## src/rtl/de10nano_user_io_pkg.sv

```systemverilog
// Shared encodings and helpers for the DE10-Nano user-I/O and HPS reset-request controller.
package de10nano_user_io_pkg;

    localparam logic [1:0] LED_DIRECT = 2'b00;
    localparam logic [1:0] LED_BLINK  = 2'b01;
    localparam logic [1:0] LED_PWM    = 2'b10;
    localparam logic [1:0] LED_OFF    = 2'b11;

    localparam int unsigned RST_REQ_W = 3;
    localparam int unsigned RST_COLD  = 0;
    localparam int unsigned RST_WARM  = 1;
    localparam int unsigned RST_DEBUG = 2;

    typedef enum logic [0:0] {
        SEQ_IDLE  = 1'b0,
        SEQ_PULSE = 1'b1
    } seq_state_e;

    // Counter width able to hold 0..n-1, never narrower than one bit.
    function automatic int unsigned cnt_width(input int unsigned n);
        return (n > 1) ? $clog2(n) : 1;
    endfunction

endpackage

```

## src/rtl/de10nano_user_io_ctrl_if.sv

```systemverilog
// Pin/PIO/F2H signal bundle between the user-I/O controller and its surroundings.
interface de10nano_user_io_ctrl_if #(
    parameter int unsigned NUM_PB    = 1,
    parameter int unsigned NUM_SW    = 2,
    parameter int unsigned NUM_LED   = 2,
    parameter int unsigned PWM_BITS  = 8,
    parameter int unsigned STM_WIDTH = 28
);
    logic [NUM_PB-1:0]    pb_n_in;
    logic [NUM_SW-1:0]    sw_in;
    logic [NUM_PB-1:0]    pb_db;
    logic [NUM_SW-1:0]    sw_db;
    logic [NUM_PB-1:0]    pb_event;
    logic [NUM_PB-1:0]    pb_event_clr;
    logic [NUM_LED-1:0]   led_value;
    logic [2*NUM_LED-1:0] led_mode;
    logic [PWM_BITS-1:0]  led_duty;
    logic [NUM_LED-1:0]   user_led;
    logic [2:0]           rst_req;
    logic                 f2h_cold_reset_n;
    logic                 f2h_warm_reset_n;
    logic                 f2h_debug_reset_n;
    logic [STM_WIDTH-1:0] stm_hw_events;

    modport master (
        output pb_n_in, sw_in, pb_event_clr, led_value, led_mode, led_duty, rst_req,
        input  pb_db, sw_db, pb_event, user_led,
        input  f2h_cold_reset_n, f2h_warm_reset_n, f2h_debug_reset_n, stm_hw_events
    );

    modport slave (
        input  pb_n_in, sw_in, pb_event_clr, led_value, led_mode, led_duty, rst_req,
        output pb_db, sw_db, pb_event, user_led,
        output f2h_cold_reset_n, f2h_warm_reset_n, f2h_debug_reset_n, stm_hw_events
    );
endinterface

```

## src/rtl/io_debounce.sv

```systemverilog
// One input channel: 2-flop synchroniser followed by a stable-count debouncer.
// Works in raw pin polarity; RESET_VAL is the idle level of the pin.
module io_debounce
    import de10nano_user_io_pkg::*;
#(
    parameter int unsigned DEBOUNCE_CYCLES = 50000,
    parameter logic        RESET_VAL       = 1'b0
) (
    input  logic clk,
    input  logic rst,
    input  logic raw,
    output logic stable
);
    localparam int unsigned      CNT_W    = cnt_width(DEBOUNCE_CYCLES);
    localparam logic [CNT_W-1:0] CNT_LAST = CNT_W'(DEBOUNCE_CYCLES - 1);

    logic             sync1;
    logic             sync2;
    logic [CNT_W-1:0] cnt;

    always_ff @(posedge clk or posedge rst) begin
        if (rst) begin
            sync1 <= RESET_VAL;
            sync2 <= RESET_VAL;
        end else begin
            sync1 <= raw;
            sync2 <= sync1;
        end
    end

    // Any cycle agreeing with the stable state restarts the count.
    always_ff @(posedge clk or posedge rst) begin
        if (rst) begin
            stable <= RESET_VAL;
            cnt    <= '0;
        end else if (sync2 == stable) begin
            cnt <= '0;
        end else if (cnt == CNT_LAST) begin
            stable <= sync2;
            cnt    <= '0;
        end else begin
            cnt <= cnt + CNT_W'(1);
        end
    end
endmodule

```

## src/rtl/de10nano_user_io_ctrl.sv

```systemverilog
// DE10-Nano user I/O: debounced buttons/switches, LED direct/blink/PWM drive,
// prioritised fixed-width HPS reset-request pulses and STM event packing.
module de10nano_user_io_ctrl
    import de10nano_user_io_pkg::*;
#(
    parameter int unsigned NUM_PB           = 1,
    parameter int unsigned NUM_SW           = 2,
    parameter int unsigned NUM_LED          = 2,
    parameter int unsigned DEBOUNCE_CYCLES  = 50000,
    parameter int unsigned BLINK_CYCLES     = 12500000,
    parameter int unsigned PWM_BITS         = 8,
    parameter int unsigned RST_PULSE_CYCLES = 16,
    parameter int unsigned STM_WIDTH        = 28
) (
    input logic                    sys_clk,
    input logic                    sys_reset,
    de10nano_user_io_ctrl_if.slave io
);
    localparam int unsigned        BLINK_W    = cnt_width(BLINK_CYCLES);
    localparam int unsigned        PULSE_W    = cnt_width(RST_PULSE_CYCLES);
    localparam logic [BLINK_W-1:0] BLINK_LAST = BLINK_W'(BLINK_CYCLES - 1);
    localparam logic [PULSE_W-1:0] PULSE_LAST = PULSE_W'(RST_PULSE_CYCLES - 1);
    localparam logic [0:0]         ST_IDLE    = 1'(SEQ_IDLE);
    localparam logic [0:0]         ST_PULSE   = 1'(SEQ_PULSE);

    logic [NUM_PB-1:0]    pb_stable_n;
    logic [NUM_PB-1:0]    pb_db;
    logic [NUM_PB-1:0]    pb_db_q;
    logic [NUM_PB-1:0]    pb_event;
    logic [NUM_SW-1:0]    sw_db;
    logic [BLINK_W-1:0]   blink_cnt;
    logic                 blink_phase;
    logic [PWM_BITS-1:0]  pwm_cnt;
    logic                 pwm_on_c;
    logic [NUM_LED-1:0]   led_next;
    logic [NUM_LED-1:0]   user_led;
    logic [RST_REQ_W-1:0] req_s1;
    logic [RST_REQ_W-1:0] req_s2;
    logic [RST_REQ_W-1:0] req_q;
    logic [RST_REQ_W-1:0] req_rise_c;
    logic [0:0]           state;
    logic [0:0]           state_next;
    logic [RST_REQ_W-1:0] target;
    logic [RST_REQ_W-1:0] target_next;
    logic [PULSE_W-1:0]   pulse_cnt;
    logic [PULSE_W-1:0]   pulse_cnt_next;
    logic [RST_REQ_W-1:0] f2h_n;

    for (genvar i = 0; i < NUM_PB; i++) begin : g_pb
        io_debounce #(.DEBOUNCE_CYCLES(DEBOUNCE_CYCLES), .RESET_VAL(1'b1)) u_db (
            .clk(sys_clk), .rst(sys_reset), .raw(io.pb_n_in[i]), .stable(pb_stable_n[i])
        );
    end

    for (genvar i = 0; i < NUM_SW; i++) begin : g_sw
        io_debounce #(.DEBOUNCE_CYCLES(DEBOUNCE_CYCLES), .RESET_VAL(1'b0)) u_db (
            .clk(sys_clk), .rst(sys_reset), .raw(io.sw_in[i]), .stable(sw_db[i])
        );
    end

    assign pb_db = ~pb_stable_n;

    // Sticky press events; a new press in the clearing cycle wins.
    always_ff @(posedge sys_clk or posedge sys_reset) begin
        if (sys_reset) begin
            pb_db_q  <= '0;
            pb_event <= '0;
        end else begin
            pb_db_q  <= pb_db;
            pb_event <= (pb_event & ~io.pb_event_clr) | (pb_db & ~pb_db_q);
        end
    end

    assign pwm_on_c = (pwm_cnt < io.led_duty);

    always_comb begin
        led_next = '0;
        for (int i = 0; i < int'(NUM_LED); i++) begin
            case (io.led_mode[2*i +: 2])
                LED_DIRECT: led_next[i] = io.led_value[i];
                LED_BLINK:  led_next[i] = blink_phase;
                LED_PWM:    led_next[i] = pwm_on_c;
                default:    led_next[i] = 1'b0;
            endcase
        end
    end

    always_ff @(posedge sys_clk or posedge sys_reset) begin
        if (sys_reset) begin
            blink_cnt   <= '0;
            blink_phase <= 1'b0;
            pwm_cnt     <= '0;
            user_led    <= '0;
        end else begin
            if (blink_cnt == BLINK_LAST) begin
                blink_cnt   <= '0;
                blink_phase <= ~blink_phase;
            end else begin
                blink_cnt <= blink_cnt + BLINK_W'(1);
            end
            pwm_cnt  <= pwm_cnt + PWM_BITS'(1);
            user_led <= led_next;
        end
    end

    // Edge detector history resets to 0 so a request held through reset fires once.
    always_ff @(posedge sys_clk or posedge sys_reset) begin
        if (sys_reset) begin
            req_s1 <= '0;
            req_s2 <= '0;
            req_q  <= '0;
        end else begin
            req_s1 <= io.rst_req;
            req_s2 <= req_s1;
            req_q  <= req_s2;
        end
    end

    assign req_rise_c = req_s2 & ~req_q;

    always_ff @(posedge sys_clk or posedge sys_reset) begin
        if (sys_reset) begin
            state     <= ST_IDLE;
            target    <= '0;
            pulse_cnt <= '0;
        end else begin
            state     <= state_next;
            target    <= target_next;
            pulse_cnt <= pulse_cnt_next;
        end
    end

    // Edges seen while a pulse is running are dropped, not queued.
    always_comb begin
        state_next     = state;
        target_next    = target;
        pulse_cnt_next = pulse_cnt;
        case (state)
            ST_IDLE: begin
                if (|req_rise_c) begin
                    state_next     = ST_PULSE;
                    pulse_cnt_next = '0;
                    target_next    = '0;
                    if (req_rise_c[RST_COLD])      target_next[RST_COLD]  = 1'b1;
                    else if (req_rise_c[RST_WARM]) target_next[RST_WARM]  = 1'b1;
                    else                           target_next[RST_DEBUG] = 1'b1;
                end
            end
            ST_PULSE: begin
                if (pulse_cnt == PULSE_LAST) begin
                    state_next     = ST_IDLE;
                    pulse_cnt_next = '0;
                end else begin
                    pulse_cnt_next = pulse_cnt + PULSE_W'(1);
                end
            end
            default: state_next = ST_IDLE;
        endcase
    end

    always_ff @(posedge sys_clk or posedge sys_reset) begin
        if (sys_reset) f2h_n <= '1;
        else           f2h_n <= (state_next == ST_PULSE) ? ~target_next : '1;
    end

    assign io.pb_db             = pb_db;
    assign io.sw_db             = sw_db;
    assign io.pb_event          = pb_event;
    assign io.user_led          = user_led;
    assign io.f2h_cold_reset_n  = f2h_n[RST_COLD];
    assign io.f2h_warm_reset_n  = f2h_n[RST_WARM];
    assign io.f2h_debug_reset_n = f2h_n[RST_DEBUG];
    assign io.stm_hw_events     = STM_WIDTH'({sw_db, user_led, pb_db});
endmodule

```

## src/flat_wrapper.sv

```systemverilog
// flat-port wrapper written by rule: the top's interface ports become plain ports
module de10nano_user_io_ctrl_flat import de10nano_user_io_pkg::*;
#(
    parameter int unsigned NUM_PB           = 1,
    parameter int unsigned NUM_SW           = 2,
    parameter int unsigned NUM_LED          = 2,
    parameter int unsigned DEBOUNCE_CYCLES  = 50000,
    parameter int unsigned BLINK_CYCLES     = 12500000,
    parameter int unsigned PWM_BITS         = 8,
    parameter int unsigned RST_PULSE_CYCLES = 16,
    parameter int unsigned STM_WIDTH        = 28
)
  (sys_clk, sys_reset, io_pb_n_in, io_sw_in, io_pb_event_clr, io_led_value, io_led_mode, io_led_duty, io_rst_req, io_pb_db, io_sw_db, io_pb_event, io_user_led, io_f2h_cold_reset_n, io_f2h_warm_reset_n, io_f2h_debug_reset_n, io_stm_hw_events);
  de10nano_user_io_ctrl_if #(.NUM_PB(NUM_PB), .NUM_SW(NUM_SW), .NUM_LED(NUM_LED), .PWM_BITS(PWM_BITS), .STM_WIDTH(STM_WIDTH)) io_i ();
  input logic sys_clk;
  input logic sys_reset;
  input wire logic [$bits(io_i.pb_n_in)-1:0] io_pb_n_in;
  input wire logic [$bits(io_i.sw_in)-1:0] io_sw_in;
  input wire logic [$bits(io_i.pb_event_clr)-1:0] io_pb_event_clr;
  input wire logic [$bits(io_i.led_value)-1:0] io_led_value;
  input wire logic [$bits(io_i.led_mode)-1:0] io_led_mode;
  input wire logic [$bits(io_i.led_duty)-1:0] io_led_duty;
  input wire logic [$bits(io_i.rst_req)-1:0] io_rst_req;
  output wire logic [$bits(io_i.pb_db)-1:0] io_pb_db;
  output wire logic [$bits(io_i.sw_db)-1:0] io_sw_db;
  output wire logic [$bits(io_i.pb_event)-1:0] io_pb_event;
  output wire logic [$bits(io_i.user_led)-1:0] io_user_led;
  output wire logic [$bits(io_i.f2h_cold_reset_n)-1:0] io_f2h_cold_reset_n;
  output wire logic [$bits(io_i.f2h_warm_reset_n)-1:0] io_f2h_warm_reset_n;
  output wire logic [$bits(io_i.f2h_debug_reset_n)-1:0] io_f2h_debug_reset_n;
  output wire logic [$bits(io_i.stm_hw_events)-1:0] io_stm_hw_events;
  assign io_i.pb_n_in = io_pb_n_in;
  assign io_i.sw_in = io_sw_in;
  assign io_i.pb_event_clr = io_pb_event_clr;
  assign io_i.led_value = io_led_value;
  assign io_i.led_mode = io_led_mode;
  assign io_i.led_duty = io_led_duty;
  assign io_i.rst_req = io_rst_req;
  assign io_pb_db = io_i.pb_db;
  assign io_sw_db = io_i.sw_db;
  assign io_pb_event = io_i.pb_event;
  assign io_user_led = io_i.user_led;
  assign io_f2h_cold_reset_n = io_i.f2h_cold_reset_n;
  assign io_f2h_warm_reset_n = io_i.f2h_warm_reset_n;
  assign io_f2h_debug_reset_n = io_i.f2h_debug_reset_n;
  assign io_stm_hw_events = io_i.stm_hw_events;
  de10nano_user_io_ctrl #(.NUM_PB(NUM_PB), .NUM_SW(NUM_SW), .NUM_LED(NUM_LED), .DEBOUNCE_CYCLES(DEBOUNCE_CYCLES), .BLINK_CYCLES(BLINK_CYCLES), .PWM_BITS(PWM_BITS), .RST_PULSE_CYCLES(RST_PULSE_CYCLES), .STM_WIDTH(STM_WIDTH)) u_core (.sys_clk(sys_clk), .sys_reset(sys_reset), .io(io_i));
endmodule
```

## config.mk

```make
export PLATFORM = sky130hd
export DESIGN_NAME = de10nano_user_io_ctrl_flat
export DESIGN_NICKNAME = d
export VERILOG_FILES = /design/src/rtl/de10nano_user_io_pkg.sv /design/src/rtl/de10nano_user_io_ctrl_if.sv /design/src/rtl/io_debounce.sv /design/src/rtl/de10nano_user_io_ctrl.sv /design/src/flat_wrapper.sv
export SDC_FILE = /design/constraint.sdc
export NUM_CORES = 1
export LEC_CHECK = 0
export ABC_CLOCK_PERIOD_IN_PS = 4200
export CORE_MARGIN = 8
export CORE_UTILIZATION = 56
export DETAILED_ROUTE_END_ITERATION = 6
export PLACE_DENSITY = 0.81
export SLEW_MARGIN = 0
export SYNTH_ARGS = -nofsm -noshare
export SYNTH_HDL_FRONTEND = slang
export SYNTH_SLANG_ARGS = --single-unit
```

## constraint.sdc

```tcl
create_clock -name sys_clk -period 4.2 [get_ports sys_clk]
set_input_delay 0.84 -clock sys_clk [delete_from_list [all_inputs] [get_ports sys_clk]]
set_output_delay 0.84 -clock sys_clk [all_outputs]
set_load 0.03 [all_outputs]
```

* Word level (Yosys, flattened, before mapping)
Index checks and enable logic that the tools add are counted.
** Word-level totals
- Flip-flop bits (word level) :: 114
- Bits in latches :: 0
- RAM bits :: 0
- Bits in read-only memories :: 0
- Output and inout bits :: 37
- Memories kept :: 0
** Operators by class
- Add/sub/neg operators :: 6
- Multiply operators :: 0
- Divide/modulo/power cells :: 0
- Order comparisons :: 1
- Equal/unequal tests :: 13
- Shifts and indexed selects :: 0
- Mux-type cells :: 22
- Bitwise gates (word level) :: 14
- Reductions and logical operators :: 6
** Operators by type and width (count)
- $mux 16 :: 6
- $add 16x1->16 const B :: 3
- $eq 16x16->1 const B :: 3
- $add 24x1->24 const B :: 1
- $eq 24x24->1 const B :: 1
- $mux 24 :: 1
- $mux 3 :: 3
- $add 8x1->8 const B :: 1
- $lt 8x8->1 :: 1
- $mux 4 :: 2
- $not 1->1 :: 8
- $pmux 4 s2 :: 1
- $not 3->3 :: 2
- $pmux 1 s3 :: 2
- $reduce_and 2->1 :: 3
- $mux 1 :: 5
- $add 4x1->4 const B :: 1
- $eq 2x1->1 const B :: 2
- $eq 2x2->1 const B :: 2
- $eq 4x4->1 const B :: 1
- $logic_not 2->1 :: 2
- $and 3x3->3 :: 1
- $eq 1x1->1 :: 3
- $reduce_or 3->1 :: 1
- other kinds (5) :: 6

* Depth between registers and ports, before layout
Gate-level depths: netlist of the first run.
- Depth after elaboration :: 8
- Gate-level depth with buffers :: 7
- Gate-level depth less buffers :: 6

* By module
Synthesis of the first run repeated with hierarchy kept, for this count alone.
** Second synthesis, totals
- Cells, all modules :: 538
- Area, all modules :: 5811.8 µm²
** Modules (own cells, without submodules)
- de10nano_user_io_ctrl :: instances 1, cells each 277, area an instance 2861.5 µm²
- io_debounce at u_core.g_sw[0].u_db ... :: instances 2, cells each 87, area an instance 982.2 µm²
- io_debounce at u_core.g_pb[0].u_db :: instances 1, cells each 87, area an instance 985.9 µm²

* Least setup slack after synthesis of the first run
OpenSTA, ideal clock, no wires.
- Path type :: in2reg
- Start point :: in io_led_duty[3]
- End point :: reg u_core.user_led[0], in the netlist u_core.io.user_led[0]
- Arrival :: 1.782 ns
- Required time :: 4.117 ns
- Path slack :: 2.335 ns
- Stages :: 6
- Cells stage by stage :: inv_1 > ha_1 > a211o_1 > a31oi_1 > o21ai_0 > o21ai_0
** Between the ends
- Word-level cells in the longest chain between the ends :: 2
** RTL lines
- start, declared :: line flat_wrapper.sv:22 : input wire logic [$bits(io_i.led_duty)-1:0] io_led_duty;
- $lt 8x8->1 :: line de10nano_user_io_ctrl.sv:74 : assign pwm_on_c = (pwm_cnt < io.led_duty);
- $pmux 1 s3 :: line de10nano_user_io_ctrl.sv:79 : case (io.led_mode[2*i +: 2])
- net u_core.led_next[0] :: line de10nano_user_io_ctrl.sv:35 : logic [NUM_LED-1:0] led_next;
- end signal, assigned :: line de10nano_user_io_ctrl.sv:102 : user_led <= led_next;
- end, declared :: line de10nano_user_io_ctrl.sv:36 : logic [NUM_LED-1:0] user_led;
The timed path passes the listed nets, and every way through them passes these cells.
A chain may end at the register's enable or synchronous reset.

* Final worst setup path of the first run
- Start point :: reg u_core.g_pb[0].u_db.stable
- End point :: out io_stm_hw_events[0]
** Between the ends
- Word-level cells in the longest chain between the ends :: 1
** RTL lines
- start, declared :: line io_debounce.sv:12 : output logic stable
- start signal, assigned :: line io_debounce.sv:39 : stable <= sync2;
- $not 1->1 :: line de10nano_user_io_ctrl.sv:61 : assign pb_db = ~pb_stable_n;
- end, declared :: line flat_wrapper.sv:31 : output wire logic [$bits(io_i.stm_hw_events)-1:0] io_stm_hw_events;
No other way between the ends.

==> results.md, run 1 <==
* Status: finished, final reports clean
* Setup TNS Final at 0 ps
* Worst min-delay path category: flip-flop to flip-flop
* Routability cong. at around 0.82
* Post-Synth Simple-Gate Area at 0.208
* Async SR Flop Fraction at 1.00
* DP HPWL at 6310 um
* Synth Area in Adders at 0.0310
* Sequential share of the synthesized area at 0.544
* Relative slew slack at 0.407
* IO Count at 60
* Clk_lat worst skew at 510 ps
* Max clock buf depth at 2
* Warnings from Yosys at 0
* Reg2reg end: u_core.blink_phase
* Vias in the first global route at 3645
* Hold Fails Final Rpt at 0
* # Post-CTS Setup Buffers at 0
* Final std cells w/o fill at around 670
* Mux cell area share after synthesis at 0.00643
* Clock period minus worst slack at about 2600 ps
* Worst R2R Path Depth at 6
* Worst Skew at 6.10 ps
* Post-Synth XOR/XNOR Area at 0.122
* DRC at 0
* Initial Util at 0.574
* TritonCTS clock tree: done
* Detailed-route wire length per cell at 13.9 um
* Share of cells above drive strength 1 at 0.0860
* Crit Path Class: flip-flop to output port
* Starting DRC count in detailed routing at 143
* Switching fraction of total power at 0.239
* Post-synth EDFFs at 0
* Synth unique cells at 39
* DRT antenna net count at 0
* Largest area contributor in the netlist: dfrtp_1
* Initial antenna violation count at 0
* Hold Startpoint: u_core.g_sw[0].u_db.sync1
* Cell Count Post-Placement at about 640
* Core footprint at 9150 um2
* Register bit total from synthesis at 114
* NumNets Final at about 580
* Fin crit share at 0.613
* Synth Area in Compound Gates at 0.0257
* Type of origin of the critical path: flip-flop
* Top cells by area, synth: dfrtp_1 (51%), xnor2_1 (6.5%), xor2_1 (5.7%), nor2_1 (5.6%), buf_4 (4.4%)
* P_leak at just under 0.003 uW
* Ant diodes at 0
* GRT Total Usage at 0.159
* CTS root buf: clkbuf_8
* Worst-path clk slew at 60 ps
* Flop pwr share at 0.404
* Fmax achieved at slightly below 400 MHz
* Synth top area share at 0.514
* Avg Synthesized Cell Area at about 10 um2
* TritonCTS Buffers at 17
* Synth Flop Type: dfrtp_1
* CP endpoint kind: output port
* Area Overhead vs Synth at 18.5%
* Via density at 5.24
* Mapped Area at ~5300 um2
* Max-cap viol count at 0
* Main combinational cell family by area after synthesis: simple AND/OR/NAND/NOR gates
* Least-Margin Pin Slew at 889 ps
* Pwr Total at roughly 3000 uW
* Die Ht at 113 um
* RSZ-0062 raised after global routing: false
* Die ar. at 12700 um2
* Cts hold-fix bufs at 0
* Switch Pwr at 724 uW
* Final setup fails at 0
* Port buffer count at 36
* Largest net degree at the start of global routing at 77
* WP data arrival at 1730 ps
* Reg2Reg Launch Point: u_core.blink_cnt[0]
* Hold EP: u_core.g_sw[0].u_db.sync2
* Final slew viol count at 0
* Mapped Cells at slightly above 500
* First-pass GRT wire length at 16300 um
* Critical path peak fanout at 4
* CP Data Required Time at between 3000 and 4000 ps
* Post-CTS resize count at 0
* Part of the power in the clock network at 0.506
* Detailed Routing Iterations Pass 1 at 5
* Worst Setup SP: u_core.g_pb[0].u_db.stable
* Row count at 35
* Total clock sinks at 114
* R2R Setup Slk at 2050 ps
* Worst hold path depth at 0
* Final WL at 9320 um
* Grt total ovfl at 0
* H-tree Lvls at 4
* Power Density at 486 nW/um2
* Internal Power at 2300 uW
* Vias at 3508
* Die W at approximately 110 um
* Comb power frac at 0.090
* Worst ir drop on vdd at 0.280 mV
==> metrics by stage <==
stage / hold WS [ps] / util / instance area (um2) / setup slack, ps
5_1_grt: 354 / 0.680 / 6230 / 1560
3_3_place_gp: 332 / 0.611 / 5600 / 1770
2_1_floorplan: 331 / - / 5340 / 354
3_5_place_dp: 336 / 0.611 / 5600 / 1650
4_1_cts: 350 / 0.680 / 6230 / 1610
6_report: 348 / 0.680 / 6230 / 1630
==> kinds of logic after synthesis <==
| group | Yosys count |
|---|---|
| mux | 3 |
| flops | 114 |
| simple gates | 221 |
| buf+inv | 56 |
| other cells | 1 |
| compound gates | 22 |
| fa+ha+maj | 13 |
| xor+xnor | 73 |
==> cells in the final DEF, fill, tap and decap left out, types with 4 or more instances in the layout <==
cell,n
bufinv_16,5
nand3_1,28
and4_1,4
clkdlybuf4s50_1,36
clkinv_2,4
conb_1,23
nand2b_1,7
clkbuf_16,16
inv_1,17
dfstp_2,6
o21ai_0,9
dfrtp_1,108
nand2_1,38
nor3_1,12
nand4_1,16
ha_1,13
xnor2_1,39
nor2_1,78
and3_1,24
xor2_1,34
==> state kept, by name, indices dropped and copies added, names as in the netlist <==
signal,count
u_core.blink_cnt,24
u_core.g_pb.u_db.sync1,1
u_core.target,3
u_core.f2h_n,3
u_core.g_sw.u_db.cnt,32
u_core.g_pb.u_db.sync2,1
u_core.blink_phase,1
u_core.g_pb.u_db.stable,1
u_core.g_pb.u_db.cnt,16
u_core.pulse_cnt,4
u_core.pwm_cnt,8
u_core.io.user_led,2
u_core.req_q,3
u_core.req_s1,3
u_core.g_sw.u_db.stable,2
u_core.io.pb_event,1
u_core.state,1
u_core.pb_db_q,1
u_core.g_sw.u_db.sync2,2
u_core.g_sw.u_db.sync1,2
u_core.req_s2,3
==> synth_stat cells (4+ instances only) <==
cell type	n
clkbuf_1	5
dfrtp_1	108
dfstp_2	6
nand2b_1	7
and4_1	4
inv_1	18
ha_1	13
nor2_1	78
nand2_1	38
and3_1	24
buf_4	31
o21ai_0	9
nand3_1	28
xor2_1	34
xnor2_1	39
nand4_1	16
nor3_1	12
==> metal layers <==
| metal | vias to the layer above | global-route usage | part of all wire |
|---|---|---|---|
| met5 | - | 0 | 0 |
| met3 | 15 | 0.0479 | 0.036 |
| met1 | 1736 | 0.176 | 0.43 |
| li1 | 1710 | - | - |
| met4 | 0 | 0.0631 | 0.013 |
| met2 | 47 | 0.279 | 0.52 |
==> cell type report <==
cell class	instances	area, um2
Clock buffer	18	418
Clock inverter	14	211
Fill cell	672	2930
Inverter	19	73.8
Multi-Input combinational cell	355	2150
Sequential cell	114	2860
Tap cell	111	139
Timing Repair Buffer	38	375
==> power by group through the flow <==
stage | Sequential [uW] | Combinational, uW | Clock [uW]
floorplan | 1260 | 177 | 0
global placement | 1240 | 264 | 0
detailed placement | 1240 | 273 | 0
CTS | 1220 | 276 | 1550
global route | 1230 | 306 | 1600
finish | 1220 | 273 | 1530
==> worst max path at each step <==
| stage | to | slack, ps |
|---|---|---|
| 2_1_floorplan | u_core.blink_cnt[0] | 350 |
| 3_3_place_gp | u_core.io.user_led[1] | 1770 |
| 3_5_place_dp | u_core.io.user_led[0] | 1650 |
| 4_1_cts | io_stm_hw_events[0] | 1610 |
| 5_1_grt | io_stm_hw_events[0] | 1560 |
| 6_report | io_stm_hw_events[0] | 1630 |
==> worst max-delay path, cell delays in order, from the launching register on <==
cell             delay [ps]
dfstp_2                 560
inv_1                    70
clkdlybuf4s50_1         590
Power figures use the tool's default switching activity.
==> run 2: changes to the inputs <==
--- a/config.mk
+++ b/config.mk
@@ -5,11 +5,11 @@
 export SDC_FILE = /design/constraint.sdc
 export NUM_CORES = 1
 export LEC_CHECK = 0
-export ABC_CLOCK_PERIOD_IN_PS = 4200
+export ABC_CLOCK_PERIOD_IN_PS = 2100
 export CORE_MARGIN = 8
-export CORE_UTILIZATION = 56
+export CORE_UTILIZATION = 51
 export DETAILED_ROUTE_END_ITERATION = 6
-export PLACE_DENSITY = 0.81
+export PLACE_DENSITY = 0.77
 export SLEW_MARGIN = 0
 export SYNTH_ARGS = -nofsm -noshare
 export SYNTH_HDL_FRONTEND = slang
==> constraint.sdc (replaced) <==
create_clock -name sys_clk -period 2.1 [get_ports sys_clk]
set_input_delay 0.42 -clock sys_clk [delete_from_list [all_inputs] [get_ports sys_clk]]
set_output_delay 0.42 -clock sys_clk [all_outputs]
set_load 0.03 [all_outputs]
==> results.md, run 2 (synthesis gave the netlist of run 1 again) <==
* Status: finished, final reports clean
* Final core occ at 0.613 (-0.0675)
* P_leak at 0.00293 uW (-0.70%)
* Fin crit share at 0.965
* Area Overhead vs Synth at 18.8%
* Relative slew slack at 0.619 (+0.212)
* First-pass GRT wire length at 16600 um (+1.4%)
* Cts hold-fix bufs at 0 (unchanged)
* Die ar. at 13800 um2 (+8.4%)
* Vias at 3529 (+0.60%)
* Final slew viol count at 0 (unchanged)
* CP Data Required Time at 1680 ps (-1680 ps)
* Worst ir drop on vdd at 0.728 mV (+160%)
* Clk_lat worst skew at 520 ps (about the same)
* Critical path peak fanout at 4 (unchanged)
* CP endpoint kind: output port
* RSZ-0062 raised after global routing: false
* Row count at 37 (+5.7%)
* Area of the multi-input gates at 2150 um2 (unchanged)
* Core footprint at 10200 um2 (+11%)
* Worst Skew at 8.06 ps (+1.95 ps)
* Most frequent cells in the layout: dfrtp_1 (108), nor2_1 (78), xnor2_1 (39)
* Fmax achieved at about 500 MHz
* Largest net degree at the start of global routing at 68 (-12%)
* Detailed-route wire length per cell at 13.3 um (-4.4%)
* TritonCTS Buffers at 17 (unchanged)
* Grt total ovfl at 0 (unchanged)
* Least-Margin Pin Slew at 569 ps (-321 ps)
* Share of cells above drive strength 1 at 0.0909 (+0.00489)
* Detailed Routing Iterations Pass 1 at 4 (-1)
* NumNets Final at 584 (+0.52%)
* Commonest non-fill, non-tap cell in the layout: dfrtp_1
* Crit Path Class: flip-flop to output port
* Pwr Total at 5780 uW (+91%)
* Biggest regs: u_core.g_sw.u_db.cnt x32, u_core.blink_cnt x24, u_core.g_pb.u_db.cnt x16
* Starting DRC count in detailed routing at 151 (+5.6%)
* CP max-delay cell: clkdlybuf4s50_1
* Hold Fails Final Rpt at 0 (unchanged)
* Flop pwr share at 0.422 (+0.018)
* Final setup fails at 0 (unchanged)
* Max FFs per register at 32 (unchanged)
* Delay-heaviest family, CP: buffers and inverters
* Ant diodes at 0 (unchanged)
* Comb power frac at 0.090 (about the same)
* Via density at 5.06 (-3.4%)
* Port buffer count at 36 (unchanged)
* Crit-path cells: clkdlybuf4s50_1
* Max incr delay on CP at 690 ps (+100 ps)
* DP HPWL at 6390 um (+1.4%)
* GRT Total Usage at 0.144 (-0.0144)
* Die W at 117 um (+4.1%)
* Initial antenna violation count at 0 (unchanged)
* H-tree Lvls at 4 (unchanged)
* DRT antenna net count at 0 (unchanged)
* Worst-path clk slew at 60 ps (about the same)
* Max-cap viol count at 0 (unchanged)
* TritonCTS clock tree: done
* Switching fraction of total power at 0.250 (+0.0102)
* WP data arrival at 1610 ps (-120 ps)
* Sequential Area at 2860 um2 (unchanged)
* Type of origin of the critical path: flip-flop
* Internal Power at 4340 uW (+89%)
* Setup TNS Final at 0 ps (unchanged)
* Buf/Inv on CP at 1 (-1)
* Switch Pwr at 1440 uW (+99%)
* Max clock buf depth at 2 (unchanged)
* Vias in the first global route at 3720 (+2.1%)
* Part of the power in the clock network at 0.488 (-0.018)
* Clock period minus worst slack at 2030 ps
* Routability cong. at 0.771 (-5.6%)
* Die Ht at 117 um (+4.1%)
* Worst min-delay path category: input port to async pin
* Final WL at 9290 um (-0.40%)
* Biggest register: u_core.g_sw.u_db.cnt
* CTS root buf: clkbuf_8
* Initial Util at 0.516 (-0.0582)
* Total clock sinks at 114 (unchanged)
* Fillers at 833 (+24%)
* IO Count at 60 (unchanged)
* DRC at 0 (unchanged)
* Power Density at 926 nW/um2 (+91%)
==> run 2: cell count changes in the layout (fill, tap and decap cells not counted) <==
cell / previous run / this run
clkdlybuf4s50_1: 36 / 31
dlygate4sd2_1: 0 / 5
clkinvlp_4: 2 / 6
buf_4: 2 / 4
bufinv_16: 5 / 3
buf_12: 0 / 1
inv_4: 1 / 0
inv_6: 1 / 0
==> run 2: metal layers <==
layer,GRT usage,part of all wire
met5,0,0
met4,0.0633,0.015
met3,0.0542,0.049
met2,0.250,0.52
met1,0.154,0.42
==> run 2: cell type report <==
type                            count  area share
Sequential cell                   114       0.458
Multi-Input combinational cell    355       0.344
Clock buffer                       18      0.0670
Timing Repair Buffer               41      0.0648
Tap cell                          136      0.0273
Clock inverter                     14      0.0265
Inverter                           19      0.0120
==> run 2: worst paths after layout <==
| kind | from | to | slack, ps | cells past startpoint |
|---|---|---|---|---|
| max | u_core.g_sw[0].u_db.stable | io_stm_hw_events[3] | 70 | 1 |
| min | sys_reset | u_core.io.pb_event | 160 | 2 |
| max reg2reg | u_core.blink_cnt[0] | u_core.blink_cnt[18] | 250 | 6 |
| min reg2reg | u_core.req_s1[1] | u_core.req_s2[1] | 350 | 0 |
| max in group asynchronous | sys_reset | u_core.g_pb[0].u_db.sync1 | 1380 | 3 |
| min in group sys_clk | io_pb_n_in | u_core.g_pb[0].u_db.sync1 | 320 | 1 |
==> run 2: what timing repair did <==
item,in CTS,in global routing
endpoints found under the setup margin,5,0
resized for setup,5,0
buffers inserted,0,0
==> run 2: power by group through the flow <==
stage | Combinational, uW | Sequential [uW] | Clock [uW]
2_1_floorplan | 355 | 2520 | 0
3_3_place_gp | 526 | 2470 | 0
3_5_place_dp | 542 | 2480 | 0
4_1_cts | 528 | 2440 | 2870
5_1_grt | 588 | 2460 | 2980
6_report | 520 | 2440 | 2820
==> run 2: stage by stage <==
stage               instance area [um2]  setup slack (ps)  hold WS [ps]  std cells
floorplan                          5340               299           331        525
global placement                   5660              85.3           333        665
detailed placement                 5660              99.6           337        665
CTS                                6240              44.8           140        697
global route                       6240              17.2           157        697
finish                             6240              73.9           156        697
